[src/rtl/alu_pkg.sv]
// Shared ALU definitions: alu_ctrl opcodes (also used by the ALU controller),
// FSM state encoding and default data width.
package alu_pkg;

   localparam int DEFAULT_DATA_WIDTH = 32;

   // alu_ctrl = {funct7[5], funct3}
   localparam logic [3:0] ALU_ADD  = 4'b0000;
   localparam logic [3:0] ALU_SUB  = 4'b1000;
   localparam logic [3:0] ALU_SLL  = 4'b0001;
   localparam logic [3:0] ALU_SLT  = 4'b0010;
   localparam logic [3:0] ALU_SLTU = 4'b0011;
   localparam logic [3:0] ALU_XOR  = 4'b0100;
   localparam logic [3:0] ALU_SRL  = 4'b0101;
   localparam logic [3:0] ALU_SRA  = 4'b1101;
   localparam logic [3:0] ALU_OR   = 4'b0110;
   localparam logic [3:0] ALU_AND  = 4'b0111;

   typedef enum logic [1:0] {
      ST_IDLE  = 2'd0,
      ST_SHIFT = 2'd1,
      ST_DONE  = 2'd2
   } alu_state_t;

   typedef enum logic [1:0] {
      SHIFT_LL = 2'd0,
      SHIFT_RL = 2'd1,
      SHIFT_RA = 2'd2
   } shift_kind_t;

   function automatic logic is_shift_op(input logic [3:0] ctrl);
      return (ctrl == ALU_SLL) || (ctrl == ALU_SRL) || (ctrl == ALU_SRA);
   endfunction

   function automatic shift_kind_t shift_kind_of(input logic [3:0] ctrl);
      shift_kind_t kind;
      case (ctrl)
         ALU_SLL: kind = SHIFT_LL;
         ALU_SRA: kind = SHIFT_RA;
         default: kind = SHIFT_RL;
      endcase
      return kind;
   endfunction

endpackage

[src/rtl/alu_shifter.sv]
// Shift datapath for alu_unit: one bit per cycle with a down-counter, or a
// combinational barrel shifter when ALU_UNIT_FAST_SHIFT_EN is defined.
module alu_shifter
   import alu_pkg::*;
#(
   parameter int WIDTH       = DEFAULT_DATA_WIDTH,
   parameter int SHAMT_WIDTH = 5
) (
   input  logic                   clk,
   input  logic                   reset,
   input  logic                   start,
   input  shift_kind_t            kind,
   input  logic [WIDTH-1:0]       operand,
   input  logic [SHAMT_WIDTH-1:0] shamt,
   output logic [WIDTH-1:0]       step_result,
   output logic                   last_step
);

`ifdef ALU_UNIT_FAST_SHIFT_EN

   logic unused_ok;
   assign unused_ok = &{1'b0, clk, reset, start};

   always_comb begin
      case (kind)
         SHIFT_LL: step_result = operand << shamt;
         SHIFT_RA: step_result = WIDTH'($signed(operand) >>> shamt);
         default:  step_result = operand >> shamt;
      endcase
   end

   assign last_step = 1'b1;

`else

   logic [WIDTH-1:0]       work_q;
   logic [SHAMT_WIDTH-1:0] count_q;
   shift_kind_t            kind_q;
   logic [WIDTH-1:0]       step_src;
   shift_kind_t            step_kind;

   // The accept cycle already performs the first one-bit step on the live
   // operand, so a shift by N finishes after N steps with no extra cycle.
   always_comb begin
      step_src  = start ? operand : work_q;
      step_kind = start ? kind : kind_q;
      case (step_kind)
         SHIFT_LL: step_result = {step_src[WIDTH-2:0], 1'b0};
         SHIFT_RA: step_result = {step_src[WIDTH-1], step_src[WIDTH-1:1]};
         default:  step_result = {1'b0, step_src[WIDTH-1:1]};
      endcase
   end

   assign last_step = start ? (shamt == SHAMT_WIDTH'(1)) : (count_q == SHAMT_WIDTH'(1));

   always_ff @(posedge clk) begin
      if (reset) begin
         work_q  <= '0;
         count_q <= '0;
         kind_q  <= SHIFT_LL;
      end else if (start) begin
         work_q  <= step_result;
         count_q <= shamt - SHAMT_WIDTH'(1);
         kind_q  <= kind;
      end else if (count_q != '0) begin
         work_q  <= step_result;
         count_q <= count_q - SHAMT_WIDTH'(1);
      end
   end

`endif

endmodule

[src/rtl/alu_unit.sv]
// Execute-stage ALU with valid/ready handshake. Shifts are iterative unless
// ALU_UNIT_FAST_SHIFT_EN is defined, which selects a single-cycle barrel shifter.
module alu_unit
   import alu_pkg::*;
#(
   parameter int REG_DATA_WIDTH = DEFAULT_DATA_WIDTH,
   parameter int SHAMT_WIDTH    = 5
) (
   input  logic                      clk,
   input  logic                      reset,
   input  logic                      in_valid,
   output logic                      in_ready,
   input  logic [3:0]                alu_ctrl,
   input  logic [REG_DATA_WIDTH-1:0] op_a,
   input  logic [REG_DATA_WIDTH-1:0] op_b,
   output logic                      out_valid,
   input  logic                      out_ready,
   output logic [REG_DATA_WIDTH-1:0] result,
   output logic                      zero
);

   alu_state_t                state_q, state_d;
   logic [REG_DATA_WIDTH-1:0] result_q;
   logic [REG_DATA_WIDTH-1:0] single_result;
   logic [REG_DATA_WIDTH-1:0] shift_result;
   logic [SHAMT_WIDTH-1:0]    shamt;
   shift_kind_t               kind;
   logic                      shift_op;
   logic                      accept;
   logic                      shift_start;
   logic                      last_step;
   logic                      load_single;
   logic                      load_shift;

   assign shamt       = op_b[SHAMT_WIDTH-1:0];
   assign shift_op    = is_shift_op(alu_ctrl);
   assign kind        = shift_kind_of(alu_ctrl);
   assign in_ready    = (state_q == ST_IDLE) || ((state_q == ST_DONE) && out_ready);
   assign out_valid   = (state_q == ST_DONE);
   assign accept      = in_valid && in_ready;
   assign shift_start = accept && shift_op && (shamt != '0);

   alu_shifter #(
      .WIDTH       (REG_DATA_WIDTH),
      .SHAMT_WIDTH (SHAMT_WIDTH)
   ) u_shifter (
      .clk         (clk),
      .reset       (reset),
      .start       (shift_start),
      .kind        (kind),
      .operand     (op_a),
      .shamt       (shamt),
      .step_result (shift_result),
      .last_step   (last_step)
   );

   // A shift by zero is just op_a, so it shares the single-cycle path.
   always_comb begin
      single_result = '0;
      case (alu_ctrl)
         ALU_ADD:  single_result = op_a + op_b;
         ALU_SUB:  single_result = op_a - op_b;
         ALU_SLT:  single_result[0] = $signed(op_a) < $signed(op_b);
         ALU_SLTU: single_result[0] = op_a < op_b;
         ALU_XOR:  single_result = op_a ^ op_b;
         ALU_OR:   single_result = op_a | op_b;
         ALU_AND:  single_result = op_a & op_b;
         ALU_SLL, ALU_SRL, ALU_SRA: single_result = op_a;
         default:  single_result = '0;
      endcase
   end

   always_comb begin
      state_d     = state_q;
      load_single = 1'b0;
      load_shift  = 1'b0;
      case (state_q)
         ST_IDLE: ;
         ST_SHIFT: begin
            if (last_step) begin
               load_shift = 1'b1;
               state_d    = ST_DONE;
            end
         end
         ST_DONE: begin
            if (out_ready && !in_valid) state_d = ST_IDLE;
         end
         default: state_d = ST_IDLE;
      endcase
      if (accept) begin
         if (shift_start) begin
            if (last_step) begin
               load_shift = 1'b1;
               state_d    = ST_DONE;
            end else begin
               state_d = ST_SHIFT;
            end
         end else begin
            load_single = 1'b1;
            state_d     = ST_DONE;
         end
      end
   end

   always_ff @(posedge clk) begin
      if (reset) begin
         state_q  <= ST_IDLE;
         result_q <= '0;
      end else begin
         state_q <= state_d;
         if (load_single) result_q <= single_result;
         else if (load_shift) result_q <= shift_result;
      end
   end

   assign result = result_q;
   assign zero   = (result_q == '0);

endmodule

[config.mk]
export PLATFORM = sky130hd
export DESIGN_NAME = alu_unit
export DESIGN_NICKNAME = d
export VERILOG_FILES = /design/src/rtl/alu_pkg.sv /design/src/rtl/alu_shifter.sv /design/src/rtl/alu_unit.sv
export SDC_FILE = /design/constraint.sdc
export NUM_CORES = 1
export LEC_CHECK = 0
export CAP_MARGIN = 20
export CORE_MARGIN = 2
export CORE_UTILIZATION = 40
export DETAILED_ROUTE_END_ITERATION = 8
export GPL_ROUTABILITY_DRIVEN = 0
export PLACE_DENSITY_LB_ADDON = 0.15
export REMOVE_ABC_BUFFERS = 1
export SETUP_SLACK_MARGIN = 0.5
export SLEW_MARGIN = 10
export SYNTH_ARGS = -nofsm -noshare
export SYNTH_HDL_FRONTEND = slang
export SYNTH_SLANG_ARGS = --single-unit
[constraint.sdc]
create_clock -name clk -period 8.2 [get_ports clk]
set_input_delay 1.64 -clock clk [delete_from_list [all_inputs] [get_ports clk]]
set_output_delay 1.64 -clock clk [all_outputs]
set_load 0.05 [all_outputs]
==> results.cfg, run 1 <==
[global_routing]
grt_overflow_total = 0
grt_start_max_net_pins = 83
antenna_found_initial = 1
grt_pass1_vias = 9707
grt_usage_pct = 28.7
grt_pass1_wl_mm = 55.6

[drt]
dr_total_vias = 10800
routed_wl_mm = 36.4
wl_per_cell_um = 20.9
first_pass_iters = 5
drc = 0
ant_nets = 0
drt_iter0_drc = 1180
via_per_inst = 6.18

[yosys]
ys_types = 88
post-synth-top-area-cell = dfxtp_1
synth_edf_count = 0
synth_compound_area_share_pct = 34.9
yosys_warnings = 0
synthFlopType = dfxtp_1
synthTopCellsByCount = 180 x nor2_1, 175 x a21oi_1, 114 x nand2_1
synth_xor_xnor_area_share_pct = 2.78
synth_seq_area_share_pct = 15.5
synthArstFlopShare_pct = 0
synth_most_common_cell = nor2_1
synthSimpleGateAreaFrac_pct = 21.7
yosys-mux-area-fraction_pct = 1.01
synth_top_family_by_area = compound AO/OA/AOI/OAI gates
syn_area_per_cell_um2 = 6.84
syn_area_um2 = 9450
synth_top_area_share_pct = 15.5
synthCells = 1381
synth_area_leaders = dfxtp_1 15%, ha_1 14%, a21oi_1 9.3%
yosys.area_share.adder_pct = 14.7
ys_ff_latch = 73

[setup_path]
r2r-end = result[28]
critical_path.cell_chain = clkdlybuf4s50_1 -> nor3_1 -> nand2_1 -> nand4_1 -> buf_4 -> mux2i_2 -> buf_4 -> nand2_1 -> nand3_1 -> o21ai_0 -> or2_0 -> a311oi_1 -> o21a_1
critPathBufInv = 3
regToRegSetupSlack_ns = 4.80
worstSetupEndpointType = register
path_class = input pin to register
cp_max_fo = 82
max_stage_delay_ns = 0.72
cp.depth = 13
startpoint = op_b[4]
r2r-start = state_q[1]
r2r_cells = 11
cp-start-kind = input pin
worstPathRequired_ns = 8.50
path_delay_family = buffers and inverters
cpMaxStageDelayCell = mux2i_2
worstPathArrival_ns = 5.92

[cells_and_area]
finish.utilization_pct = 46.5
final_net_count = 1600
post-route-cell-area_um2 = 10900
drive_above_1_share_pct = 4.64
regArea_um2 = 1460
multi_input_area_um2 = 7140
areaGrowthSynthToFinish_pct = 14.8
fillers = 2447

[pwr]
combPwrFrac_pct = 50.7
p_total_mw = 1.74
switching_share_pct = 45.5
power.density_nw_per_um2 = 160
intPower_mw = 0.948
p_leak_nw = 4.34
seq_power_share_pct = 26.2
ir_drop_v = 0.000116
p_sw_mw = 0.791
clkPwrFrac_pct = 23.2

[clock_network]
ctsLongestPathBuffers = 2
cts-resized-gates = 0
clk_latency_ns = 0.35
cts_tree = yes
hold_buffers = 0
cts_sinks = 73
clkSlewWorstSetupHoldPaths_ns = 0.06
cts-htree-levels = 3
clk_root_buffer_cell = clkbuf_16
cts_buffers = 9
cts_setup_buffers = 0

[die]
coreArea_um2 = 23300
die_w_um = 158
placementRows = 56
die_y_um = 158
start_util_pct = 40.5
ioPinCount = 107
fp.dieArea_um2 = 24900

[placed_design]
placed_area_um2 = 10600
portBuffers = 106
place_hpwl_mm = 26.2

[sta]
final-hold-violation-count = 0
fin_crit_ns = 5.62
relSlewSlack_pct = 27.7
setup_viol = 0
grt_setup_unrepaired = no
finalClockSkew_ns = 0.00950
post-route-period-util_pct = 68.6
tightestPinTransition_ns = 1.08
tns_ns = 0
maxSlewViolCount = 0
max_freq_mhz = 178

[min_path]
hold_start = u_shifter.work_q[30]
hp-class = register to register
hold_depth = 2
whs_endpoint = u_shifter.work_q[30]

[flow_run]
maxCapViolCount = 0

[outcome]
status = finished, final reports clean
[cell usage in the layout (no fill, tap or decap), types with 5 or more instances in the layout]
cell               n
a221o_1           10
clkbuf_16          9
clkdlybuf4s50_1  105
a21o_1            11
or2_2              5
xnor2_1           26
nor2b_1           12
a211oi_1          29
nor4_1            16
mux2i_1            7
nor3_1            39
buf_4             16
nor2_1           178
a31oi_1           19
a222oi_1           7
a22oi_1           13
o32ai_1            5
inv_1            103
o22ai_1           10
nand3_1           33
a221oi_1          14
a311oi_1          25
ha_1             108
o21bai_1          19
o21a_1             5
o31ai_1            6
nand4_1           14
a21oi_1          174
nand2_1          114
dfxtp_1           73
or3_1              6
o221ai_1           8
o21ai_0           92
nand2b_1           7
o211ai_1          12
a2111oi_0          5
[per-layer routing]
metal,global-route usage (%),part of all wire [%],vias up
li1,-,-,5077
met1,40.9,44,5047
met2,44.5,44,589
met3,5.12,9.7,60
met4,7.62,2.1,0
met5,0,0,-
[cell type report]
class | instances | area share, %
multi-input combinational | 1109 | 65.8
sequential | 73 | 13.5
timing repair buffer | 122 | 10.8
tap | 319 | 3.68
inverter | 103 | 3.56
clock buffer | 10 | 2.11
clock inverter | 5 | 0.530
antenna | 1 | 0.0231
[cell families (layout without fill, tap and decap cells)]
group / count (synthesis) / count (layout)
AND/OR/NAND/NOR: 454 / 454
buffers and inverters: 199 / 240
other: 0 / 1
multiplexers: 9 / 9
flip-flops: 73 / 73
AO/OA/AOI/OAI: 506 / 506
XOR/XNOR: 30 / 30
adder cells (fa/ha/maj): 110 / 110
[state kept, by name, summed over array words and instances (netlist names)]
signal / cells
u_shifter.kind_q: 2
state_q: 2
u_shifter.count_q: 5
u_shifter.work_q: 32
result: 32
[stage by stage]
step	worst slack [ns]	instances	hold slack (ns)
6_report	2.58	1742	0.476
5_1_grt	2.26	1741	0.489
4_1_cts	2.70	1741	0.475
3_5_place_dp	2.35	1726	0.467
3_3_place_gp	2.37	1726	0.457
2_1_floorplan	0.870	1285	0.437
[worst min-delay path: cells and delay by family (launching register included)]
kind / cells / cell delay (ns)
simple gates: 1 / 0.06
compound gates: 1 / 0.05
flops: 1 / 0.32
[worst max path at each step]
stage | slack [ns] | endpoint
after floorplan | 0.87 | result[28]
after detailed placement | 2.35 | result[28]
after CTS | 2.70 | result[28]
final | 2.58 | result[28]
after global placement | 2.37 | result[28]
after global routing | 2.26 | result[28]
[power by group through the flow]
stage | Combinational [mW] | Sequential (mW) | Clock, mW
detailed placement | 0.860 | 0.461 | 0
finish | 0.881 | 0.455 | 0.403
global route | 0.960 | 0.460 | 0.417
CTS | 0.863 | 0.454 | 0.407
global placement | 0.857 | 0.461 | 0
floorplan | 0.527 | 0.497 | 0
No activity file was read; power rests on OpenSTA's default activity.
==> run 2: changes to the inputs <==
Clock period 8.2 ns to 5.2 ns, I/O delays scaled along.
==> results.cfg, run 2 (synthesis results as in run 1) <==
[sta]
relSlewSlack_pct = 43.4
setup_ws_ns = 0.716
tightestPinTransition_ns = 0.849
max_freq_mhz = 223
finalClockSkew_ns = 0.00717
maxSlewViolCount = 0
setup_viol = 0
final-hold-violation-count = 0
fin_crit_ns = 4.48
grt_setup_unrepaired = no
post-route-period-util_pct = 86.2

[setup_path]
critical_path.cell_chain = clkdlybuf4s50_1 -> inv_1 -> ha_1 -> o21bai_1 -> o2111ai_1 -> o211ai_2 -> nand3_1 -> a211oi_2 -> nor2_1 -> a221o_1 -> a221o_1 -> a222oi_1 -> nor2_1
cp-start-kind = input pin
worstPathArrival_ns = 4.69
cpMaxStageDelayCell = clkdlybuf4s50_1
worstSetupEndpointType = register
path_delay_family = compound AO/OA/AOI/OAI gates
worstPathRequired_ns = 5.41
cp_max_fo = 7
path_class = input pin to register
max_stage_delay_ns = 0.71
critPathBufInv = 2

[cells_and_area]
drive_above_1_share_pct = 5.84
n_antenna_cell = 0
final_net_count = 1615
finish.utilization_pct = 47.2
final_common_cell = nor2_1
layout_common_cells = 178 x nor2_1, 174 x a21oi_1, 114 x nand2_1
areaGrowthSynthToFinish_pct = 16.4

[pwr]
p_leak_nw = 4.43
power.density_nw_per_um2 = 256
ir_drop_v = 0.000172

[clock_network]
ctsLongestPathBuffers = 2
cts_setup_buffers = 0
clk_latency_ns = 0.36
hold_buffers = 0
clkSlewWorstSetupHoldPaths_ns = 0.07
cts_buffers = 9
cts-htree-levels = 3
clk_root_buffer_cell = clkbuf_16
cts_tree = yes
cts_sinks = 73

[drt]
routed_wl_mm = 35.5
via_per_inst = 6.06
drc = 0
first_pass_iters = 5
wl_per_cell_um = 20.2
dr_total_vias = 10600
drt_iter0_drc = 1062
ant_nets = 0

[global_routing]
top_usage_layer = met2
grt_pass1_vias = 9795
use_met3_pct = 5.42
grt_pass1_wl_mm = 54.9
grt_overflow_total = 0
met2_usage_pct = 43.3
grt.met1_usage_pct = 39.5
antenna_found_initial = 0
grt_usage_pct = 28.2
grt_start_max_net_pins = 83

[die]
start_util_pct = 40.5
fp.dieArea_um2 = 24900
coreArea_um2 = 23300
die_w_um = 158
placementRows = 56
ioPinCount = 107
die_y_um = 158

[placed_design]
dpl_worst_slack_ns = 0.368
portBuffers = 106
place_hpwl_mm = 26.2

[flow_run]
maxCapViolCount = 0

[outcome]
status = finished, final reports clean

[min_path]
hp-class = register to register
[run 2: what timing repair did]
item / 4_1_cts / 5_1_grt
gates resized for setup: 0 / 1
setup endpoints to repair: 0 / 1
endpoints found under the hold margin: 0 / 0
[run 2: worst paths after layout]
| kind | from | cells past startpoint | slack [ns] | end |
|---|---|---|---|---|
| min reg2reg | u_shifter.work_q[26] | 2 | 0.47 | u_shifter.work_q[26] |
| min | u_shifter.work_q[26] | 2 | 0.47 | u_shifter.work_q[26] |
| max | op_a[1] | 13 | 0.72 | result[17] |
| max reg2reg | state_q[1] | 10 | 2.37 | result[17] |
[run 2: per-layer routing]
layer,vias to the layer above,share of wire (%)
met4,0,2.7
met1,5010,46
met5,-,0
li1,5114,-
met2,462,43
met3,62,8.2
[run 2: stage by stage]
| step | TNS (ns) | hold slack, ns | std cells | power, mW | cell area (µm²) |
|---|---|---|---|---|---|
| after floorplan | -72.05 | 0.437 | 1285 | 1.62 | 8950 |
| after global placement | 0 | 0.459 | 1741 | 2.11 | 10700 |
| after detailed placement | 0 | 0.464 | 1741 | 2.11 | 10700 |
| after CTS | 0 | 0.473 | 1757 | 2.80 | 11000 |
| after global routing | 0 | 0.500 | 1757 | 2.99 | 11000 |
| final | 0 | 0.473 | 1757 | 2.82 | 11000 |
[run 2: layout make-up]
type | count | area (µm²)
Fill cell | 2433 | 12300
Multi-Input combinational cell | 1109 | 7140
Sequential cell | 73 | 1460
Timing Repair Buffer | 137 | 1310
Tap cell | 319 | 399
Inverter | 103 | 387
Clock buffer | 10 | 239
Clock inverter | 6 | 66.3
[run 2: worst reg2reg max path, delay by kind of cell, from the launching register on]
family | cells | cell delay, ns
muxes | 1 | 0.47
and+or+nand+nor | 3 | 0.38
buffers and inverters | 2 | 0.62
DFF | 1 | 0.32
AOI/OAI and AO/OA | 4 | 0.89
[run 2: power breakdown]
group	internal [mW]	total, mW	switching, mW
sequential	0.642	0.715	0.0734
clock	0.388	0.686	0.299
combinational	0.501	1.42	0.919
total	1.53	2.82	1.29
